[config.mk]
export PLATFORM = sky130hd
export DESIGN_NAME = delayline_mc
export DESIGN_NICKNAME = d
export VERILOG_FILES = /design/src/rtl/delayline_mc.sv
export SDC_FILE = /design/constraint.sdc
export NUM_CORES = 1
export LEC_CHECK = 0
export BUFFER_PORTS_ARGS = -buffer_cell sky130_fd_sc_hd__buf_4
export CORE_AREA = 5 5 273 275
export CTS_BUF_LIST = sky130_fd_sc_hd__clkbuf_8 sky130_fd_sc_hd__clkbuf_16
export CTS_CLUSTER_DIAMETER = 80
export DETAILED_ROUTE_END_ITERATION = 10
export DIE_AREA = 0 0 278 280
export SLEW_MARGIN = 20
export SYNTH_ARGS = -nofsm -noshare
export SYNTH_HDL_FRONTEND = slang
export SYNTH_SLANG_ARGS = --single-unit
[constraint.sdc]
create_clock -name clk -period 8.1 [get_ports clk]
set_clock_uncertainty 0.15 [all_clocks]
set_input_delay 1.62 -clock clk [delete_from_list [all_inputs] [get_ports clk]]
set_output_delay 1.62 -clock clk [all_outputs]
set_load 0.02 [all_outputs]
[src/rtl/delayline_mc.sv]
// Multi-lane variable-latency delay line: all lanes share one write/read pointer pair.
// Build option DELAYLINE_ZERO_INVALID_EN blanks out to zero while out_valid is low.
module delayline_mc #(
   parameter int BIT_WIDTH    = 8,
   parameter int CHANNELS     = 3,
   parameter int SIZE         = 5,
   parameter int LATENCY_INIT = 1
) (
   input  logic                          clk,
   input  logic                          rst,
   input  logic                          en,
   input  logic [SIZE-1:0]               latency,
   input  logic                          latency_load,
   input  logic [CHANNELS*BIT_WIDTH-1:0] in,
   output logic [CHANNELS*BIT_WIDTH-1:0] out,
   output logic                          out_valid
);

   localparam int W     = CHANNELS * BIT_WIDTH;
   localparam int DEPTH = 1 << SIZE;

   logic [W-1:0]    mem_q [DEPTH];
   logic            mem_we;

   logic [SIZE-1:0] wr_ptr_q, wr_ptr_d;
   logic [SIZE-1:0] latency_reg_q, latency_reg_d;
   logic [SIZE-1:0] latency_clamped;
   logic [SIZE-1:0] rd_addr;
   logic [SIZE:0]   fill_cnt_q, fill_cnt_d;
   logic [SIZE:0]   fill_target;
   logic [W-1:0]    out_q, out_d;
   logic            out_valid_q, out_valid_d;

   always_comb begin
      // A zero latency would make read and write hit the same slot, so it is raised to 1.
      latency_clamped = (latency == '0) ? SIZE'(1) : latency;
      rd_addr         = wr_ptr_q - latency_reg_q;
      fill_target     = {1'b0, latency_reg_q} + (SIZE+1)'(1);

      mem_we        = en;
      wr_ptr_d      = wr_ptr_q;
      latency_reg_d = latency_reg_q;
      fill_cnt_d    = fill_cnt_q;
      out_d         = out_q;
      out_valid_d   = out_valid_q;

      if (en) begin
         wr_ptr_d = wr_ptr_q + SIZE'(1);
         out_d    = mem_q[rd_addr];
      end

      // The read in a load cycle still uses the old latency; the new one applies next cycle.
      if (latency_load) begin
         latency_reg_d = latency_clamped;
         fill_cnt_d    = '0;
         out_valid_d   = 1'b0;
      end else if (en) begin
         if (fill_cnt_q != fill_target) begin
            fill_cnt_d = fill_cnt_q + (SIZE+1)'(1);
         end
         out_valid_d = (fill_cnt_d == fill_target);
      end

`ifdef DELAYLINE_ZERO_INVALID_EN
      if (en && !out_valid_d) begin
         out_d = '0;
      end
`endif
   end

   always_ff @(posedge clk or posedge rst) begin
      if (rst) begin
         wr_ptr_q      <= '0;
         latency_reg_q <= SIZE'(LATENCY_INIT);
         fill_cnt_q    <= '0;
         out_q         <= '0;
         out_valid_q   <= 1'b0;
      end else begin
         wr_ptr_q      <= wr_ptr_d;
         latency_reg_q <= latency_reg_d;
         fill_cnt_q    <= fill_cnt_d;
         out_q         <= out_d;
         out_valid_q   <= out_valid_d;
      end
   end

   // Sample storage is never reset; fill_cnt alone decides whether out is trustworthy.
   always_ff @(posedge clk) begin
      if (mem_we) begin
         mem_q[wr_ptr_q] <= in;
      end
   end

   assign out       = out_q;
   assign out_valid = out_valid_q;

   a_no_collide: assert property (@(posedge clk) disable iff (rst) rd_addr != wr_ptr_q);
   a_fill_bound: assert property (@(posedge clk) disable iff (rst) fill_cnt_q <= fill_target);

endmodule

==> flow_metrics.py <==
metrics = {
    "sta": {
        "drv_slew": 0,
        "hold_violations": 0,
        "max_freq_mhz": 240,
        "worst_slew_margin_rel": 0.339,
        "min_period_ps": 4160,
        "timing.setup.tns_ps": 0,
        "grt_setup_unrepaired": "false",
        "fin_crit_sh": 0.514,
        "setup-violations-final": 0,
        "tightestPinTransition_ps": 992,
    },
    "power_and_ir_drop": {
        "p_leak_nw": 12.0,
        "total_power_mw": 13.7,
        "ir_worst_vdd_mv": 0.320,
        "power_density_nw_per_um2": 375,
    },
    "floorplan": {
        "coreArea_um2": 72100,
        "die-area_um2": 77800,
        "die_height_um": 280,
        "start_util": 0.443,
        "std_cell_rows": 99,
        "pin_count": 58,
        "chipWidth_um": 278,
    },
    "finish": {
        "num-fill-cells": 5749,
        "fin_nets": 1721,
        "areaGrowthSynthToFinish_pct": 13.9,
        "multi_input_area_um2": 7670,
        "drive_above_1_share": 0.255,
        "regArea_um2": 24100,
        "final_common_cell": "edfxtp_1",
        "mostFrequentLayoutCells": "768 x edfxtp_1, 168 x mux4_2, 122 x mux2i_1",
    },
    "flow_run": {
        "maxCapViolCount": 0,
    },
    "logic_synthesis": {
        "ys_warn_count": 0,
        "synthSimpleGateAreaFrac": 0.0277,
        "synthTopCellsByArea": "edfxtp_1 72%, mux4_2 12%, mux2i_1 3.8%, dfrtp_1 3.1%, a221oi_1 1.3%",
        "synth-edff-count": 768,
        "syn_avg_cell_area_um2": 20.3,
        "synth_seq_cells": 809,
        "synth_top_area_frac": 0.722,
        "synth_compound_area_frac": 0.0360,
        "seq_area_frac_synth": 0.754,
        "synth.mux.area_fraction": 0.158,
        "yosysTopAreaCell": "edfxtp_1",
        "syn_area_um2": 32000,
        "ys.flop_type": "edfxtp_1",
        "postSynthCellCount": 1578,
        "yosysUniqueCellTypes": 55,
        "yosys.area_share.adder": 0.00454,
        "synth_top_family_by_area": "multiplexers",
        "synthArstFlopShare": 0.0507,
        "synthXorXnorAreaFrac": 0.00435,
        "synth_fp_nets": 1622,
    },
    "drt": {
        "vias": 16195,
        "wl_per_cell_um": 30.1,
        "detail-route-antenna-nets": 0,
        "drc": 0,
        "finalWirelength_mm": 81.5,
        "via_per_inst": 5.99,
        "dr.pass1.iters": 5,
        "drt-initial-drc-count": 1958,
    },
    "critical_path": {
        "regToRegSetupSlack_ps": 3940,
        "rr_endpoint": "out[23]",
        "critPathMaxFanout": 25,
        "required_ps": 8470,
        "startpoint_type": "register",
        "critPathLaunch": "wr_ptr_q[0]",
        "critPathKind": "register to register",
        "r2r_start": "wr_ptr_q[0]",
        "crit_end": "out[23]",
        "r2r_cells": 11,
        "crit_arrival_ps": 4540,
        "crit_path_end_kind": "register",
    },
    "grt": {
        "overflow": 0,
        "grt_use_total": 0.209,
        "grt_start_max_net_pins": 91,
        "grt_antenna_before_repair": 6,
        "grt_pass1_wl_mm": 118,
        "grt_pass1_vias": 16368,
    },
    "min_path": {
        "hold_depth": 2,
        "worstHoldPathType": "register to register",
    },
    "clocking": {
        "cts.sinks": 809,
        "cts_max_path_buffers": 3,
        "ctsHoldBuffers": 0,
        "cts_inserted_buffers": 82,
        "ctsResizeCount": 0,
        "root_buffer": "clkbuf_16",
        "cts_tree": "built",
        "cts_setup_buffers": 0,
        "clkTransAtPathRegs_ps": 70,
        "htreeDepth": 3,
        "clock_latency_ps": 630,
    },
    "run_status": {
        "status": "completed",
    },
    "placed_design": {
        "hpwl_mm": 45.5,
        "port_buffers": 57,
        "gp_congestion": 0.799,
    },
}
[through the flow]
step / hold slack (ps) / std cells / setup WS [ps] / cell area [µm²] / util
after floorplan: 360 / 1578 / 4290 / 32000 / -
after global placement: 319 / 2551 / 3720 / 33800 / 0.469
after detailed placement: 329 / 2552 / 3650 / 33800 / 0.470
after CTS: 342 / 2700 / 4030 / 36400 / 0.505
after global routing: 365 / 2700 / 3840 / 36400 / 0.505
final: 338 / 2705 / 3940 / 36400 / 0.505
[final cells by class]
class	count	area share
diodes	5	0.000344
flip-flops and latches	809	0.662
repair buffers	108	0.0233
inverters	10	0.00103
multi-input cells	666	0.211
clock buffers	93	0.0611
clock inverters	55	0.00893
well taps	959	0.0330
[registers in the layout, indices dropped and copies added (netlist names)]
name	flops
fill_cnt_q	6
out	24
latency_reg_q	5
mem_q	768
out_valid	1
wr_ptr_q	5
[critical path, cell delays in order, from the launching register on]
cell      delay (ps)
dfrtp_1          440
inv_1            170
ha_4             160
inv_1             50
fa_4             490
and3_1           210
or4_1            510
buf_4            310
a211oi_4         890
buf_4            410
a221oi_1         130
o211ai_1         120
[power breakdown]
| group | switching [mW] | internal, mW | total (mW) |
|---|---|---|---|
| combinational | 2.86 | 2.16 | 5.03 |
| sequential | 0.166 | 4.90 | 5.06 |
| clock | 1.54 | 2.03 | 3.56 |
[logic make-up (layout without fill, tap and decap cells)]
kind of cell               after synthesis  in the layout
DFF                                    809            809
muxes                                  294            294
and+or+nand+nor                        192            192
AOI/OAI and AO/OA                      154            154
buffers and inverters                  103            266
xor gates and xnor gates                15             15
adders and majority gates               11             11
other                                    0              5
[synthesized netlist by cell type (10+ instances only)]
master,number
a21boi_0,23
a221oi_1,48
and3_1,28
buf_2,40
clkbuf_1,38
dfrtp_1,40
edfxtp_1,768
ha_1,10
inv_1,10
mux2i_1,122
mux4_2,168
nand2_1,86
nor2_1,43
o211ai_1,25
o21ai_0,34
[how the worst min path moves through the flow]
stage	start	slack [ps]	endpoint
2_1_floorplan	wr_ptr_q[0]	360	wr_ptr_q[0]
6_report	out_valid	340	out_valid
3_3_place_gp	out_valid	320	out_valid
5_1_grt	out_valid	360	out_valid
4_1_cts	out_valid	340	out_valid
3_5_place_dp	out_valid	330	out_valid
[layer usage]
| metal | GRT usage | vias to the layer above | share of wire |
|---|---|---|---|
| met3 | 0.0465 | 113 | 0.086 |
| met5 | 0 | - | 0 |
| met4 | 0.0481 | 0 | 0.020 |
| met1 | 0.320 | 8649 | 0.44 |
| li1 | - | 6729 | - |
| met2 | 0.311 | 704 | 0.45 |
(Power assumes the default switching activity.)
